### src/rtl/pc_update_if.sv
// Bundles the per-instruction inputs and PC-related outputs of the PC update stage.
// The slave modport is the PC unit; the master modport drives the instruction fields.
interface pc_update_if #(
  parameter int WIDTH = 64
);
  logic [3:0]       icode;
  logic [WIDTH-1:0] valP;
  logic [WIDTH-1:0] valC;
  logic [WIDTH-1:0] valM;
  logic             cond_flag;
  logic [WIDTH-1:0] NextPC;
  logic [WIDTH-1:0] PC;
  logic             halted;
  logic             instr_invalid;

  modport master (
    output icode, valP, valC, valM, cond_flag,
    input  NextPC, PC, halted, instr_invalid
  );

  modport slave (
    input  icode, valP, valC, valM, cond_flag,
    output NextPC, PC, halted, instr_invalid
  );
endinterface

### src/rtl/pc_update_unit.sv
// Y86-style PC update: selects the next PC from the instruction class and holds a
// registered PC plus a sticky halt flag that freezes the PC until reset.
module pc_update_unit #(
  parameter int               WIDTH    = 64,
  parameter logic [WIDTH-1:0] RESET_PC = '0
) (
  input  logic         clk,
  input  logic         rst,
  pc_update_if.slave   bus
);

  localparam logic [3:0] IC_HALT = 4'd0;
  localparam logic [3:0] IC_JXX  = 4'd7;
  localparam logic [3:0] IC_CALL = 4'd8;
  localparam logic [3:0] IC_RET  = 4'd9;

  logic [WIDTH-1:0] pc_q, pc_d;
  logic             halted_q, halted_d;
  logic [WIDTH-1:0] next_pc;
  logic             invalid;

  // Next-PC selection; halt, unsupported icodes and the halted state all hold PC.
  always_comb begin
    next_pc = pc_q;
    invalid = 1'b0;
    case (bus.icode)
      IC_HALT:                        next_pc = pc_q;
      4'd1, 4'd2, 4'd3, 4'd4, 4'd5,
      4'd6, 4'd10, 4'd11:             next_pc = bus.valP;
      IC_JXX:                         next_pc = bus.cond_flag ? bus.valC : bus.valP;
      IC_CALL:                        next_pc = bus.valC;
      IC_RET:                         next_pc = bus.valM;
      default: begin
        next_pc = pc_q;
        invalid = 1'b1;
      end
    endcase
    if (halted_q) next_pc = pc_q;
  end

  always_comb begin
    pc_d     = next_pc;
    halted_d = halted_q | (bus.icode == IC_HALT);
  end

  always_ff @(posedge clk) begin
    if (rst) begin
      pc_q     <= RESET_PC;
      halted_q <= 1'b0;
    end else begin
      pc_q     <= pc_d;
      halted_q <= halted_d;
    end
  end

  assign bus.NextPC        = next_pc;
  assign bus.PC            = pc_q;
  assign bus.halted        = halted_q;
  assign bus.instr_invalid = invalid;

endmodule

### src/flat_wrapper.sv
// flat-port wrapper written by rule: the top's interface ports become plain ports
module pc_update_unit_flat 
#(
  parameter int               WIDTH    = 64,
  parameter logic [WIDTH-1:0] RESET_PC = '0
)
  (clk, rst, bus_icode, bus_valP, bus_valC, bus_valM, bus_cond_flag, bus_NextPC, bus_PC, bus_halted, bus_instr_invalid);
  pc_update_if #(.WIDTH(WIDTH)) bus_i ();
  input  logic clk;
  input  logic rst;
  input wire logic [$bits(bus_i.icode)-1:0] bus_icode;
  input wire logic [$bits(bus_i.valP)-1:0] bus_valP;
  input wire logic [$bits(bus_i.valC)-1:0] bus_valC;
  input wire logic [$bits(bus_i.valM)-1:0] bus_valM;
  input wire logic [$bits(bus_i.cond_flag)-1:0] bus_cond_flag;
  output wire logic [$bits(bus_i.NextPC)-1:0] bus_NextPC;
  output wire logic [$bits(bus_i.PC)-1:0] bus_PC;
  output wire logic [$bits(bus_i.halted)-1:0] bus_halted;
  output wire logic [$bits(bus_i.instr_invalid)-1:0] bus_instr_invalid;
  assign bus_i.icode = bus_icode;
  assign bus_i.valP = bus_valP;
  assign bus_i.valC = bus_valC;
  assign bus_i.valM = bus_valM;
  assign bus_i.cond_flag = bus_cond_flag;
  assign bus_NextPC = bus_i.NextPC;
  assign bus_PC = bus_i.PC;
  assign bus_halted = bus_i.halted;
  assign bus_instr_invalid = bus_i.instr_invalid;
  pc_update_unit #(.WIDTH(WIDTH), .RESET_PC(RESET_PC)) u_core (.clk(clk), .rst(rst), .bus(bus_i));
endmodule
### config.mk
export PLATFORM = sky130hd
export DESIGN_NAME = pc_update_unit_flat
export DESIGN_NICKNAME = d
export VERILOG_FILES = /design/src/rtl/pc_update_if.sv /design/src/rtl/pc_update_unit.sv /design/src/flat_wrapper.sv
export SDC_FILE = /design/constraint.sdc
export NUM_CORES = 1
export LEC_CHECK = 0
export ABC_CLOCK_PERIOD_IN_PS = 1480
export CAP_MARGIN = 40
export CELL_PAD_IN_SITES_DETAIL_PLACEMENT = 0
export CELL_PAD_IN_SITES_GLOBAL_PLACEMENT = 1
export CORE_AREA = 2 2 126 128
export CTS_CLUSTER_DIAMETER = 40
export DETAILED_ROUTE_END_ITERATION = 8
export DIE_AREA = 0 0 128 130
export DONT_BUFFER_PORTS = 1
export PLACE_DENSITY = 0.79
export SYNTH_ARGS = -nofsm -noshare
export SYNTH_HDL_FRONTEND = slang
export SYNTH_SLANG_ARGS = --single-unit
### constraint.sdc
create_clock -name clk -period 1.48 [get_ports clk]
set_input_delay 0.148 -clock clk [delete_from_list [all_inputs] [get_ports clk]]
set_output_delay 0.148 -clock clk [all_outputs]
set_load 0.05 [all_outputs]
==> results of run 1 <==
area by class of cell:
type	count	area, µm²	area share, %
Sequential cell	65	1305	10.98
Clock buffer	15	299.0	2.516
Multi-Input combinational cell	460	6296	52.98
Timing Repair Buffer	296	3729	31.38
Clock inverter	1	5.005	0.04211
Inverter	2	10.01	0.08423
Tap cell	192	240.2	2.021
worst reg2reg max path, stage by stage (launching register included):
cell	delay, ns
dfxtp_4	0.34
buf_4	0.14
a21oi_4	0.18
buf_12	0.19
buf_16	0.19
a21oi_4	0.09
buf_4	0.14
a311oi_2	0.24
what timing repair did:
action,in CTS,in global routing
setup buffers,6,11
setup endpoints to repair,80,101
endpoints found under the hold margin,65,65
resized for setup,39,43
pin swaps,14,38
gates cloned,0,1
state kept, by name, summed over array words and instances, names as in the netlist:
signal	count
u_core.bus.PC	64
u_core.bus.halted	1
routing by layer:
layer	GRT usage [%]	wire, µm	vias up
met2	61.84	15900	511
met3	8.733	2690	137
met4	18.68	1663	0
li1	-	-	3214
met5	0	0	-
met1	38.51	10790	3759
cell families (layout without fill, tap and decap cells):
family | count (synthesis) | after routing | synth area share (%)
AOI/OAI and AO/OA | 388 | 388 | 59.88
buffers and inverters | 106 | 314 | 10.18
and+or+nand+nor | 72 | 72 | 9.773
DFF | 65 | 65 | 20.17
Yosys cell counts, drive strengths merged (2+ instances only):
cell type / count
a311oi: 128
nor2: 2
and2: 2
and3b: 64
buf: 73
a22oi: 64
inv: 2
a21oi: 65
a31oi: 65
clkbuf: 31
dfxtp: 65
o221ai: 64
metrics by stage:
stage	util, %	power [mW]	cells	setup TNS, ns
after floorplan	-	5.783	631	-17.37
after global placement	70.58	7.831	997	-7.495
after detailed placement	70.58	7.972	997	-9.202
after CTS	74.56	10.31	1019	-29.32
after global routing	77.04	10.80	1031	-34.65
final	77.04	10.52	1031	-30.58
power breakdown:
part | total [mW] | internal [mW] | switching (mW)
registers | 2.12 | 1.92 | 0.194
logic | 6.17 | 2.79 | 3.39
clock network | 2.24 | 1.38 | 0.861
how the worst min path moves through the flow:
stage                         to  slack [ns]
2_1_floorplan  u_core.bus.PC[11]        0.36
4_1_cts        u_core.bus.halted       -0.13
5_1_grt        u_core.bus.PC[43]       -0.14
3_3_place_gp   u_core.bus.halted        0.22
6_report       u_core.bus.halted       -0.12
3_5_place_dp   u_core.bus.halted        0.22
==> flow_summary_export.csv, run 1 <==
group,metric,value,unit
routing,routed_wl,31040,µm
synth,synth-seq-area-share,20.17,%
synth,yosysWarnings,0,
setup_path,critical_path_class,"flip-flop to output pin",
global_route,grt.total_usage,34.84,%
setup_path,worst_path_largest_cell_delay,0.34,ns
placed_design,routabilityCongestion,0.9091,
status,violations,"hold timing, setup timing",
setup_path,end_kind,"output pin",
setup_path,slowest_stage,"dfxtp_4",
sta,max_freq,0.4993,GHz
layout,syn2layout_area_growth,84.18,%
routing,routed_via_density,7.392,
setup_path,r2r-end,"u_core.bus.PC[27]",
setup_path,path_max_fanout,23,
placed_design,hpwl,20700,µm
min_path,worstHoldPathCells,1,
setup_path,r2r_slack,-0.10,ns
clock_network,cts_buffers,9,
layout,final_common_cell,"buf_4",
setup_path,worst_setup_path_start_kind,"flip-flop",
layout,layout_common_cells,"buf_4 (172), buf_12 (115), a31oi_4 (65)",
sta,rsz0062_at_grt,"yes",
sta,setup_viol,85,
setup_path,crit_cells,6,
routing,firstDrtPassIters,6,
setup_path,r2r_cells,7,
synth,synth_enable_flop_cells,0,
setup_path,endpoint,"bus_NextPC[21]",
floorplanning,num_rows,46,
global_route,grt_antenna_before_repair,0,
min_path,hold_class,"input port to flip-flop",
sta,slew_headroom,66.87,%
placed_design,placed_area,10890,µm²
routing,wl_per_cell,30.11,µm
sta,worst_slew_pin_slew,0.4969,ns
pwr,power.density,885.6,nW/µm²
synth,synth.distinct_cells,26,
floorplanning,die_x,128,µm
pwr,leakage,3.981,nW
clock_network,cts.clk_slew.worst_paths,0.05,ns
floorplanning,dieHeight,130,µm
setup_path,cp_common_cell,"buf_12",
min_path,hp-start,"rst",
synth,syn_area_per_cell,10.23,µm²
sta,setup_slack,-0.5228,ns
clock_network,clock-sinks,65,
floorplanning,coreArea,15420,µm²
synth,synth-seq-cells,65,
setup_path,required,1.33,ns
routing,drc,0,
layout,drive_gt1_share,69.25,%
pwr,peakVddDrop,0.5555,mV
sta,skew,0.006619,ns
synth,synth_top_cell_area_share,20.17,%
layout,num_antenna_cells,0,
status,status,"complete, but fails checks",
global_route,grt_pass1_wl,45150,µm
synth,synth_area_leaders,"dfxtp_1 (20%), a311oi_1 (17%), a21oi_4 (15%)",
global_route,grt_start_max_net_pins,74,
setup_path,worstReg2RegStart,"u_core.bus.halted",
synth,syn_nets,830,
routing,first_iter_violations,535,
placed_design,dpl_worst_slack,-0.2854,ns
floorplanning,initial_core_util,41.83,%
synth,synth_flop_cell,"dfxtp_1",
clock_network,clockBufferDepth,2,
floorplanning,num_io_pins,329,
routing,ant_nets,0,
synth,syn_inst,631,
layout,stdcell_area,11880,µm²
clock_network,cts_tree,"built",
synth,yosysTopAreaCell,"dfxtp_1",
run,cap_violations,0,
layout,nets,1033,
sta,hold_slack,-0.1202,ns
synth,async_flop_share,0,%
synth,synth_area,6452,µm²
sta,finalMaxSlewViolations,0,
clock_network,clockRootBuffer,"clkbuf_16",
sta,fin_crit,2.003,ns
setup_path,cp_top_family,"compound AO/OA/AOI/OAI gates",
setup_path,path_cells,"a21o_4 -> buf_12 -> a311oi_2 -> buf_4 -> a31oi_4 -> buf_12",
global_route,grt_pass1_vias,7950,
sta,finalHoldViolCount,65,
clock_network,htreeDepth,3,
layout,fillers,894,
floorplanning,dieArea,16640,µm²
setup_path,crit_start,"u_core.bus.halted",
setup_path,crit_arrival,1.85,ns
routing,num_vias,7621,
setup_path,path_buf_inv,3,
placed_design,portBuffers,0,
global_route,grt_overflow,0,
clock_network,clock_latency,0.34,ns
sta,period_share,135.3,%
Note: power is estimated with default switching activity, not from simulation.
==> inputs of run 2 (changes only) <==
- ABC_AREA: unset -> 1
- PLACE_DENSITY: 0.79 -> 0.67
==> flow_summary_export.csv, run 2 <==
group,metric,value,unit
layout,utilization,45.21,%
setup_path,end_kind,"output pin",
sta,skew,0.009997,ns
synth,synth_top_cell_area_share,29.62,%
status,status,"complete, but fails checks",
setup_path,critical_path_class,"flip-flop to output pin",
sta,finalHoldViolCount,64,
global_route,grt.total_usage,17.69,%
synth,async_flop_share,0,%
setup_path,path_cells,"inv_4 -> nand3_4 -> buf_4 -> buf_16 -> nor2_1 -> nand3_1 -> nand2_2 -> clkinvlp_4",
synth,yosysTopAreaCell,"dfxtp_1",
synth,synth_area_leaders,"dfxtp_1 (30%), nand2_1 (22%), inv_1 (17%)",
floorplanning,die_x,128,µm
layout,layout_common_cells,"nand2_1 (187), nor2_1 (153), inv_1 (138), buf_4 (129), nand2_2 (75)",
sta,fin_crit,1.897,ns
setup_path,worstReg2RegStart,"u_core.bus.halted",
floorplanning,coreArea,15420,µm²
pwr,leakage,3.476,nW
setup_path,slowest_stage,"dfxtp_4",
synth,synth-seq-area-share,29.62,%
synth,synth.distinct_cells,12,
clock_network,cts_buffers,9,
clock_network,htreeDepth,3,
synth,synth_flop_cell,"dfxtp_1",
synth,synthAdderAreaFrac,0,%
pwr,power.density,1199,nW/µm²
setup_path,r2r_slack,-0.15,ns
placed_design,dpl_worst_slack,-0.05524,ns
setup_path,endpoint,"bus_NextPC[30]",
sta,setup_slack,-0.4168,ns
synth,synthSimpleGateAreaFrac,48.16,%
setup_path,crit_start,"u_core.bus.halted",
global_route,grt_overflow,0,
layout,largest_reg_flops,64,
layout,drive_gt1_share,39.22,%
setup_path,worst_path_largest_cell_delay,0.34,ns
run,cap_violations,0,
routing,ant_nets,0,
synth,synth-seq-cells,65,
synth,synthMuxAreaShare,0,%
sta,worst_slew_pin_slew,0.4648,ns
clock_network,cts_tree,"built",
layout,nets,1163,
global_route,grt_antenna_before_repair,0,
sta,hold_slack,-0.1101,ns
routing,routed_via_density,4.424,
sta,max_freq,0.5272,GHz
sta,period_share,128.2,%
routing,routed_wl,15960,µm
clock_network,postCtsHoldBufs,1,
layout,final_common_cell,"nand2_1",
layout,stdcell_area,6974,µm²
routing,first_iter_violations,150,
routing,firstDrtPassIters,4,
floorplanning,num_rows,46,
routing,drc,0,
synth,syn_inst,834,
synth,synth_top_family_by_area,"simple AND/OR/NAND/NOR gates",
floorplanning,initial_core_util,28.48,%
floorplanning,dieHeight,130,µm
min_path,hp-start,"rst",
synth,synth-xor-area-share,0,%
global_route,grt_pass1_vias,4607,
synth,synth_enable_flop_cells,0,
global_route,grt_pass1_wl,23030,µm
clock_network,cts.clk_slew.worst_paths,0.06,ns
clock_network,clock_latency,0.33,ns
placed_design,hpwl,11550,µm
sta,slew_headroom,68.98,%
setup_path,path_buf_inv,4,
synth,yosysWarnings,0,
synth,synth.most_common_cell,"nand2_1",
placed_design,portBuffers,0,
clock_network,clockRootBuffer,"clkbuf_16",
sta,setup_viol,70,
routing,wl_per_cell,13.75,µm
global_route,grt_start_max_net_pins,66,
floorplanning,dieArea,16640,µm²
clock_network,clock-sinks,65,
placed_design,placed_area,5989,µm²
setup_path,crit_arrival,1.75,ns
setup_path,r2r-end,"u_core.bus.PC[39]",
synth,syn_area_per_cell,5.267,µm²
min_path,hold_class,"input port to flip-flop",
setup_path,worst_setup_path_start_kind,"flip-flop",
setup_path,required,1.33,ns
status,violations,"hold timing, setup timing",
sta,finalMaxSlewViolations,0,
floorplanning,num_io_pins,329,
synth,synthTopCellsByCount,"nand2_1 (252), inv_1 (199), nor2_1 (197)",
sta,rsz0062_at_grt,"yes",
pwr,peakVddDrop,0.4787,mV
setup_path,r2r_cells,12,
clock_network,clockBufferDepth,2,
placed_design,routabilityCongestion,0.7809,
setup_path,crit_cells,8,
layout,syn2layout_area_growth,58.76,%
synth,synth_compound_area_share,0.1139,%
layout,num_antenna_cells,0,
routing,num_vias,5136,
synth,syn_nets,1033,
setup_path,cp_top_family,"buffers and inverters",
synth,synth_area,4393,µm²
setup_path,path_max_fanout,16,
## run 2: cell types whose count changed after synthesis, sizes merged, moves of 43 or more
cell / change
a21oi: -64
buf: -43
a311oi: -128
nand3: +69
o221ai: -64
nor2: +195
a31oi: -65
inv: +197
nand2: +264
a22oi: -64
and3b: -64
## run 2: routing by layer
| metal | GRT usage, % | share of wire (%) |
|---|---|---|
| met2 | 30.89 | 49 |
| met1 | 19.59 | 40 |
| met3 | 5.740 | 8.1 |
| met4 | 8.403 | 2.7 |
| met5 | 0 | 0 |
## run 2: worst min path at each step
stage | end | slack [ns] | cells past startpoint
after floorplan | u_core.bus.halted | 0.34 | 3
after global placement | u_core.bus.PC[55] | 0.23 | 1
after detailed placement | u_core.bus.PC[37] | 0.23 | 1
after CTS | u_core.bus.PC[37] | -0.13 | 1
after global routing | u_core.bus.PC[45] | -0.14 | 1
final | u_core.bus.PC[52] | -0.11 | 1
## run 2: report_power, final
group	internal [mW]	switching (mW)
Sequential	1.93	0.0872
Combinational	1.29	2.78
Clock	1.50	0.778
Total	4.71	3.65
## run 2: cell families (layout without fill, tap and decap cells)
kind of cell,Yosys count,in the layout
simple gates,530,530
buf+inv,238,373
flops,65,65
compound gates,1,1
## run 2: cell type report
cell class / instances / area [µm²]
Multi-Input combinational cell: 531 / 2646
Tap cell: 192 / 240.2
Inverter: 199 / 959.7
Clock inverter: 1 / 30.03
Timing Repair Buffer: 158 / 1504
Sequential cell: 65 / 1305
Fill cell: 1666 / 8451
Clock buffer: 15 / 289.0
## run 2: metrics by stage
stage	power (mW)	TNS [ns]	hold slack, ns	instances
2_1_floorplan	4.820	0	0.3379	834
3_3_place_gp	5.788	-0.4670	0.2271	1117
3_5_place_dp	5.790	-0.7755	0.2288	1117
4_1_cts	8.208	-21.57	-0.1305	1144
5_1_grt	8.791	-29.21	-0.1372	1161
6_report	8.363	-22.10	-0.1101	1161
## run 2: repair_timing
item | CTS | global route
pin swaps | 20 | 32
buffers inserted | 10 | 15
endpoints found under the setup margin | 64 | 67
endpoints found under the hold margin | 65 | 64
gates resized for setup | 29 | 87
cloned | 0 | 2
